<file path="config.mk">
export PLATFORM = sky130hd
export DESIGN_NAME = wasm_frame_stack_flat
export DESIGN_NICKNAME = d
export VERILOG_FILES = /design/src/rtl/wasm_frame_stack_pkg.sv /design/src/rtl/wasm_frame_stack_if.sv /design/src/rtl/wasm_frame_stack_mem.sv /design/src/rtl/wasm_frame_stack.sv /design/src/flat_wrapper.sv
export SDC_FILE = /design/constraint.sdc
export NUM_CORES = 1
export LEC_CHECK = 0
export CORE_MARGIN = 1
export CORE_UTILIZATION = 45
export DETAILED_ROUTE_END_ITERATION = 8
export PLACE_DENSITY = 0.61
export SYNTH_ARGS = -nofsm -noshare
export SYNTH_HDL_FRONTEND = slang
export SYNTH_SLANG_ARGS = --single-unit
</file>
<file path="constraint.sdc">
create_clock -name clk -period 5.3 [get_ports clk]
set_input_delay 1.06 -clock clk [delete_from_list [all_inputs] [get_ports clk]]
set_output_delay 1.06 -clock clk [all_outputs]
set_load 0.01 [all_outputs]
</file>
<file path="src/rtl/wasm_frame_stack_pkg.sv">
// Shared types for the WebAssembly call-frame stack: frame layout, command opcodes and trap codes.
package wasm_frame_stack_pkg;

  localparam int CALL_STACK_DEPTH = 64;

  typedef struct packed {
    logic [7:0] func_idx;
    logic [7:0] ret_slot;
  } frame_entry_t;

  typedef enum logic [1:0] {
    FS_PUSH    = 2'd0,
    FS_POP     = 2'd1,
    FS_REPLACE = 2'd2,
    FS_UNWIND  = 2'd3
  } fstack_op_t;

  typedef enum logic [1:0] {
    TRAP_NONE                 = 2'd0,
    TRAP_CALL_STACK_EXHAUSTED = 2'd1,
    TRAP_CALL_STACK_UNDERFLOW = 2'd2
  } trap_t;

  typedef enum logic {
    ST_IDLE   = 1'b0,
    ST_UNWIND = 1'b1
  } fstack_state_t;

endpackage

</file>
<file path="src/rtl/wasm_frame_stack_if.sv">
// Command port, pop result and unwind stream of the frame stack; slave = stack, master = control unit.
interface wasm_frame_stack_if
  import wasm_frame_stack_pkg::*;
#(
  parameter int DEPTH   = CALL_STACK_DEPTH,
  parameter int FRAME_W = $bits(frame_entry_t)
);
  localparam int PTR_W = $clog2(DEPTH + 1);

  logic               cmd_valid;
  logic               cmd_ready;
  fstack_op_t         cmd_op;
  logic [FRAME_W-1:0] cmd_frame;
  logic [PTR_W-1:0]   cmd_depth;
  logic               pop_valid;
  logic [FRAME_W-1:0] pop_frame;
  logic               unw_valid;
  logic [FRAME_W-1:0] unw_frame;
  logic               unw_ready;
  logic               unw_done;

  modport master (
    output cmd_valid, cmd_op, cmd_frame, cmd_depth, unw_ready,
    input  cmd_ready, pop_valid, pop_frame, unw_valid, unw_frame, unw_done
  );

  modport slave (
    input  cmd_valid, cmd_op, cmd_frame, cmd_depth, unw_ready,
    output cmd_ready, pop_valid, pop_frame, unw_valid, unw_frame, unw_done
  );

endinterface

</file>
<file path="src/rtl/wasm_frame_stack_mem.sv">
// Frame storage: one synchronous write port, one asynchronous read port, contents not reset.
module wasm_frame_stack_mem #(
  parameter int DEPTH = 64,
  parameter int W     = 16,
  localparam int ADDR_W = $clog2(DEPTH)
) (
  input  logic              clk,
  input  logic              we,
  input  logic [ADDR_W-1:0] waddr,
  input  logic [W-1:0]      wdata,
  input  logic [ADDR_W-1:0] raddr,
  output logic [W-1:0]      rdata
);

  logic [W-1:0] mem [DEPTH];

  always_ff @(posedge clk) begin
    if (we) mem[waddr] <= wdata;
  end

  assign rdata = mem[raddr];

endmodule

</file>
<file path="src/rtl/wasm_frame_stack.sv">
// WebAssembly call-frame stack with push/pop/replace/unwind commands and trap pulses.
// Optional high-water-mark port enabled by defining WASM_FSTACK_HWM_EN.
//
// state     | meaning
// ST_IDLE   | accepting commands (cmd_ready=1)
// ST_UNWIND | streaming discarded frames until sp reaches the latched target
module wasm_frame_stack
  import wasm_frame_stack_pkg::*;
#(
  parameter int DEPTH   = CALL_STACK_DEPTH,
  parameter int FRAME_W = $bits(frame_entry_t),
  localparam int PTR_W  = $clog2(DEPTH + 1)
) (
  input  logic               clk,
  input  logic               rst_n,
  wasm_frame_stack_if.slave  bus,
  output logic [FRAME_W-1:0] top_frame,
  output logic [PTR_W-1:0]   depth,
  output logic               empty,
  output logic               full,
  output trap_t              trap
`ifdef WASM_FSTACK_HWM_EN
  ,
  output logic [PTR_W-1:0]   hwm
`endif
);

  localparam int ADDR_W = $clog2(DEPTH);

  fstack_state_t      state;
  logic [PTR_W-1:0]   sp;
  logic [PTR_W-1:0]   sp_next;
  logic [PTR_W-1:0]   target;
  logic               pop_valid_q;
  logic [FRAME_W-1:0] pop_frame_q;
  logic               unw_done_q;
  logic               accept;
  logic               unw_fire;
  logic               mem_we;
  logic [ADDR_W-1:0]  mem_waddr;
  logic [ADDR_W-1:0]  mem_raddr;
  logic [FRAME_W-1:0] mem_rdata;

  assign empty         = (sp == '0);
  assign full          = (sp == PTR_W'(DEPTH));
  assign depth         = sp;
  assign bus.cmd_ready = (state == ST_IDLE);
  assign bus.unw_valid = (state == ST_UNWIND);
  assign accept        = bus.cmd_valid && (state == ST_IDLE);
  assign unw_fire      = (state == ST_UNWIND) && bus.unw_ready;
  assign mem_raddr     = empty ? '0 : ADDR_W'(sp - PTR_W'(1));
  assign top_frame     = empty ? '0 : mem_rdata;
  assign bus.unw_frame = top_frame;
  assign bus.pop_valid = pop_valid_q;
  assign bus.pop_frame = pop_frame_q;
  assign bus.unw_done  = unw_done_q;

  // Full/empty guards keep sp and memory untouched on overflow/underflow.
  always_comb begin
    mem_we    = 1'b0;
    mem_waddr = ADDR_W'(sp);
    sp_next   = sp;
    if (accept) begin
      case (bus.cmd_op)
        FS_PUSH: begin
          if (!full) begin
            mem_we  = 1'b1;
            sp_next = sp + PTR_W'(1);
          end
        end
        FS_POP: begin
          if (!empty) sp_next = sp - PTR_W'(1);
        end
        FS_REPLACE: begin
          if (!empty) begin
            mem_we    = 1'b1;
            mem_waddr = mem_raddr;
          end
        end
        default: ;
      endcase
    end else if (unw_fire) begin
      sp_next = sp - PTR_W'(1);
    end
  end

  wasm_frame_stack_mem #(.DEPTH(DEPTH), .W(FRAME_W)) u_mem (
    .clk   (clk),
    .we    (mem_we),
    .waddr (mem_waddr),
    .wdata (bus.cmd_frame),
    .raddr (mem_raddr),
    .rdata (mem_rdata)
  );

  always_ff @(posedge clk or negedge rst_n) begin
    if (!rst_n) begin
      state       <= ST_IDLE;
      sp          <= '0;
      target      <= '0;
      pop_valid_q <= 1'b0;
      pop_frame_q <= '0;
      unw_done_q  <= 1'b0;
      trap        <= TRAP_NONE;
    end else begin
      sp          <= sp_next;
      pop_valid_q <= 1'b0;
      unw_done_q  <= 1'b0;
      trap        <= TRAP_NONE;
      case (state)
        ST_IDLE: begin
          if (bus.cmd_valid) begin
            case (bus.cmd_op)
              FS_PUSH: if (full) trap <= TRAP_CALL_STACK_EXHAUSTED;
              FS_POP: begin
                if (empty) begin
                  trap <= TRAP_CALL_STACK_UNDERFLOW;
                end else begin
                  pop_valid_q <= 1'b1;
                  pop_frame_q <= mem_rdata;
                end
              end
              FS_REPLACE: if (empty) trap <= TRAP_CALL_STACK_UNDERFLOW;
              FS_UNWIND: begin
                if (bus.cmd_depth > sp) begin
                  trap <= TRAP_CALL_STACK_UNDERFLOW;
                end else if (bus.cmd_depth == sp) begin
                  unw_done_q <= 1'b1;
                end else begin
                  target <= bus.cmd_depth;
                  state  <= ST_UNWIND;
                end
              end
            endcase
          end
        end
        ST_UNWIND: begin
          if (bus.unw_ready && (sp_next == target)) begin
            state      <= ST_IDLE;
            unw_done_q <= 1'b1;
          end
        end
      endcase
    end
  end

`ifdef WASM_FSTACK_HWM_EN
  always_ff @(posedge clk or negedge rst_n) begin
    if (!rst_n) hwm <= '0;
    else if (sp_next > hwm) hwm <= sp_next;
  end
`endif

endmodule

</file>
<file path="src/flat_wrapper.sv">
// flat-port wrapper written by rule: the top's interface ports become plain ports
module wasm_frame_stack_flat import wasm_frame_stack_pkg::*;
#(
  parameter int DEPTH   = CALL_STACK_DEPTH,
  parameter int FRAME_W = $bits(frame_entry_t),
  localparam int PTR_W  = $clog2(DEPTH + 1)
)
  (clk, rst_n, top_frame, depth, empty, full, trap, bus_cmd_valid, bus_cmd_op, bus_cmd_frame, bus_cmd_depth, bus_unw_ready, bus_cmd_ready, bus_pop_valid, bus_pop_frame, bus_unw_valid, bus_unw_frame, bus_unw_done);
  wasm_frame_stack_if #(.DEPTH(DEPTH), .FRAME_W(FRAME_W)) bus_i ();
  input  logic clk;
  input  logic rst_n;
  output logic [FRAME_W-1:0] top_frame;
  output logic [PTR_W-1:0] depth;
  output logic empty;
  output logic full;
  output trap_t trap;
  input wire logic [$bits(bus_i.cmd_valid)-1:0] bus_cmd_valid;
  input wire logic [$bits(bus_i.cmd_op)-1:0] bus_cmd_op;
  input wire logic [$bits(bus_i.cmd_frame)-1:0] bus_cmd_frame;
  input wire logic [$bits(bus_i.cmd_depth)-1:0] bus_cmd_depth;
  input wire logic [$bits(bus_i.unw_ready)-1:0] bus_unw_ready;
  output wire logic [$bits(bus_i.cmd_ready)-1:0] bus_cmd_ready;
  output wire logic [$bits(bus_i.pop_valid)-1:0] bus_pop_valid;
  output wire logic [$bits(bus_i.pop_frame)-1:0] bus_pop_frame;
  output wire logic [$bits(bus_i.unw_valid)-1:0] bus_unw_valid;
  output wire logic [$bits(bus_i.unw_frame)-1:0] bus_unw_frame;
  output wire logic [$bits(bus_i.unw_done)-1:0] bus_unw_done;
  assign bus_i.cmd_valid = bus_cmd_valid;
  assign bus_i.cmd_op = bus_cmd_op;
  assign bus_i.cmd_frame = bus_cmd_frame;
  assign bus_i.cmd_depth = bus_cmd_depth;
  assign bus_i.unw_ready = bus_unw_ready;
  assign bus_cmd_ready = bus_i.cmd_ready;
  assign bus_pop_valid = bus_i.pop_valid;
  assign bus_pop_frame = bus_i.pop_frame;
  assign bus_unw_valid = bus_i.unw_valid;
  assign bus_unw_frame = bus_i.unw_frame;
  assign bus_unw_done = bus_i.unw_done;
  wasm_frame_stack #(.DEPTH(DEPTH), .FRAME_W(FRAME_W)) u_core (.clk(clk), .rst_n(rst_n), .bus(bus_i), .top_frame(top_frame), .depth(depth), .empty(empty), .full(full), .trap(trap));
endmodule
</file>
==> results.md <==
* Tot GR Track Use at 0.291
* Initial Utilization at 0.457
* GR Overflow Total at 0
* Final hold vios at 0
* Final period utilization at 1.03
* Unrepaired setup endpoints after global routing: true
* Crit end category: output port
* Setup TNS Final at -0.159 ns
* Pre-antenna DRT Iters at 6
* Compound-Gate Fraction of Synth Area at 0.105
* Max Clk Rate at approximately 180 MHz
* Max FO, Critical Path at 44
* Post-synth top area share at 0.692
* Critical Path, Cell by Cell: buf_4 > or4_4 > buf_4 > buf_12 > o211a_1 > o21ai_0 > nand4_1 > a21oi_2 > a2111oi_2 > buf_4 > and2_1 > clkdlybuf4s50_1
* Delay-heaviest family, CP: buffers and inverters
* Setup Viol. Count Final at 1
* Layout cell share with drive strength beyond 1 at 0.219
* Yosys warning count at 0
* Post-synthesis sequential area ratio at 0.712
* HP Start: u_core.bus.pop_frame[13]$_DFFE_PN0P_
* CTS root buffer: clkbuf_16
* Synth Area in Simple Gates at 0.0675
* R2r worst-path depth at 13
* Gpl congestion at around 0.95
* Critical path required time at approximately 4.2 ns
* Hold path cells at 2
* Syn nets at a little over 3,000
* Row cnt at 114
* CP max stage delay at roughly 0.52 ns
* Type of origin of the critical path: flip-flop
* Leak Pwr at 18.6 nW
* Clock Latency Late Sink at between 0.7 and 0.8 ns
* Worst-Margin Slew at between 0.9 and 1 ns
* Critical path type: flip-flop to output port
* Final worst slack at -0.159 ns
* Type of the tightest min-delay check: flip-flop to flip-flop
* Post-layout nets at approximately 3,300
* Slowest library cell on the worst path: or4_4
* Drt wl/cell at approximately 32 um
* Die W at 316 um
* Routed Antenna Nets at 0
* Clk buf depth at 3
* Largest area contributor in the netlist: edfxtp_1
* Largest family of logic cells by synthesized area: compound AO/OA/AOI/OAI gates
* Post-synthesis instance area at between 40,000 and 50,000 sq um
* Synth Area in XOR/XNOR at 0.00138
* PD cells at between 600 and 700 nW/um^2
* Vias at 29,400
* Post-synth ARST share at 0.0331
* Die area at approximately 100,000 sq um
* I/O pin cnt at 92
* First-pass GRT wire length at ~210 mm
* Min-Delay Endpoint: u_core.bus.pop_frame[13]$_DFFE_PN0P_
* Cell mode on critical path: buf_4
* CP arrival at ~4.4 ns
* DRC at 0
* Pin count of the biggest net entering global routing at between 60 and 70
* Die Span Y at roughly 320 um
* Count of different cell masters after synthesis at 80
* FF-to-FF Start: u_core.depth[0]$_DFF_PN0_
* WL final at 147 mm
* Number of synthesized flops with an enable pin at slightly above 1,000
* Port bufs at just over 90
* Ant diodes at 0
* Adder-cell share of the synthesized area at 0.00394
* Layout overhead on the synthesized area at 20.5%
* Synthesized instance count at slightly below 3,000
* Failing checks: setup timing
* Multi-input logic area at 12,400 sq um
* CTS clk-pin slew, worst paths at ~0.060 ns
* Via-to-Cell Ratio at roughly 6.3
* Reg area at between 30,000 and 40,000 sq um
* Ranking of synthesized cells by area: edfxtp_1 (69%), mux2i_1 (4.9%), nand2_1 (2.8%)
* Final min period at roughly 5.5 ns
* Clk_skew at around 0.028 ns
* Vias in the first global route at 28,400
* Fin util at 0.550
* Slew Limit Headroom at 0.369
* Max-Cap Viols at 0
* Yosys reg bits at 1,059
* FF-to-FF End: u_core.u_mem.mem[19][1]$_DFFE_PP_
* Initial DRC count at 3,944
* Syn_area_per_cell at approximately 15 sq um
* Initial antenna violation count at 4
* TritonCTS clock tree: done
* Post-synthesis mux area share at 0.0825
* Hpwl dp at ~88 mm
* Clock sinks at 1,059
* Outcome: finished with violations
* Top FF cell, synth: edfxtp_1
* Max IR drop VDD at 0.000542 V
* Core area at 97,300 sq um
* # fillers at between 7,000 and 8,000
* Count of pins over their slew limit at 0
* Cts bufs inserted at about 110
* # hold bufs at CTS at 0
* Register-to-Register Setup Slack at between 1 and 1.5 ns
* # H-tree levels at 3
* Buf/Inv on CP at 5
[kinds of logic (layout without fill, tap and decap cells)]
logic type / after synthesis / count (layout)
muxes: 311 / 311
buffers and inverters: 272 / 664
DFF: 1059 / 1059
xor gates and xnor gates: 7 / 7
AOI/OAI and AO/OA: 658 / 658
adders and majority gates: 14 / 14
and+or+nand+nor: 660 / 660
[timing repair]
action | CTS | global route
pin swaps | 24 | 19
endpoints found under the setup margin | 32 | 28
resized for setup | 160 | 106
buffers inserted | 29 | 19
gates cloned | 13 | 3
[per-stage QoR]
| step | power (mW) | instances | setup slack [ns] | hold slack [ns] | area, sq um |
|---|---|---|---|---|---|
| global placement | 24.6 | 4387 | 0.0684 | 0.467 | 48300 |
| floorplan | 17.9 | 2981 | 0.132 | 0.486 | 44400 |
| CTS | 33.7 | 4628 | -0.165 | 0.478 | 53000 |
| global route | 35.5 | 4649 | -0.233 | 0.505 | 53500 |
| finish | 34.5 | 4649 | -0.159 | 0.477 | 53500 |
| detailed placement | 24.6 | 4387 | 0.0312 | 0.470 | 48300 |
[power by group]
| part | internal, mW | total, mW | leakage, nW | switching, mW |
|---|---|---|---|---|
| Combinational | 7.12 | 17.6 | 7.33 | 10.5 |
| Sequential | 9.33 | 9.43 | 9.63 | 0.103 |
| Clock | 4.25 | 7.48 | 1.69 | 3.23 |
[sequential cells by signal (all words and copies together), names as in the netlist]
signal	count
u_core.u_mem.mem	1024
u_core.bus.pop_frame	16
u_core.depth	7
u_core.target	7
u_core.trap	2
u_core.bus.pop_valid	1
u_core.bus.unw_done	1
u_core.bus.unw_valid	1
[layout by cell type, fill, tap and decap left out, drive strengths merged, types with 12 or more instances in the layout]
cell           instances
a21oi                158
nand4                 20
o32a                  14
inv                   46
clkbuf               151
nand2                334
a2111oi               14
clkdlybuf4s50         43
a211oi                26
o311ai                18
mux2i                219
nor2b                 12
buf                  336
o211ai                18
nor3                  30
edfxtp              1024
mux2                  53
nor4                  40
o211a                 41
nand3                 36
o21ai                 79
nor2                 108
mux4                  39
and2                  30
ha                    14
clkinv                51
o31ai                 56
dfrtp                 35
o221ai                64
o22ai                 57
[how the worst max path moves through the flow]
stage,from,endpoint,slack [ns],cells after the start
finish,u_core.depth[6]$_DFF_PN0_,top_frame[2],-0.16,12
global route,u_core.depth[0]$_DFF_PN0_,top_frame[2],-0.23,17
CTS,u_core.depth[6]$_DFF_PN0_,bus_unw_frame[15],-0.17,11
detailed placement,u_core.depth[0]$_DFF_PN0_,top_frame[14],0.03,13
global placement,u_core.depth[0]$_DFF_PN0_,top_frame[14],0.07,13
floorplan,u_core.depth[0]$_DFF_PN0_,top_frame[12],0.13,18
[worst min-delay path, cell delays in order, from the launching register on]
cell	delay [ns]
dfrtp_1	0.34
nand2_1	0.05
o31ai_1	0.06
[layout make-up]
class	instances	share of cell area
Timing Repair Buffer	419	0.0794
Clock buffer	136	0.0532
Inverter	46	0.00327
Tap cell	1276	0.0298
Multi-Input combinational cell	1650	0.232
Clock inverter	63	0.0114
Sequential cell	1059	0.591
[synth_stat cells (39+ instances only)]
library cell     n
o22ai_1         57
o221ai_1        64
mux2i_1        219
nand2_1        334
o31ai_1         56
inv_1           41
mux4_2          39
o21ai_0         75
nor4_1          39
edfxtp_1      1024
a21oi_1        155
o211a_1         41
mux2_2          53
buf_2           78
clkbuf_1       103
nor2_1         108
[metal layers]
layer / wire length [um] / part of all wire / global-route usage / vias up
li1: - / - / - / 12400
met1: 57100 / 0.39 / 0.389 / 14900
met2: 68700 / 0.47 / 0.463 / 1770
met3: 13700 / 0.093 / 0.0538 / 350
met4: 7610 / 0.052 / 0.137 / 0
met5: 0 / 0 / 0 / -
(Power assumes the default switching activity.)
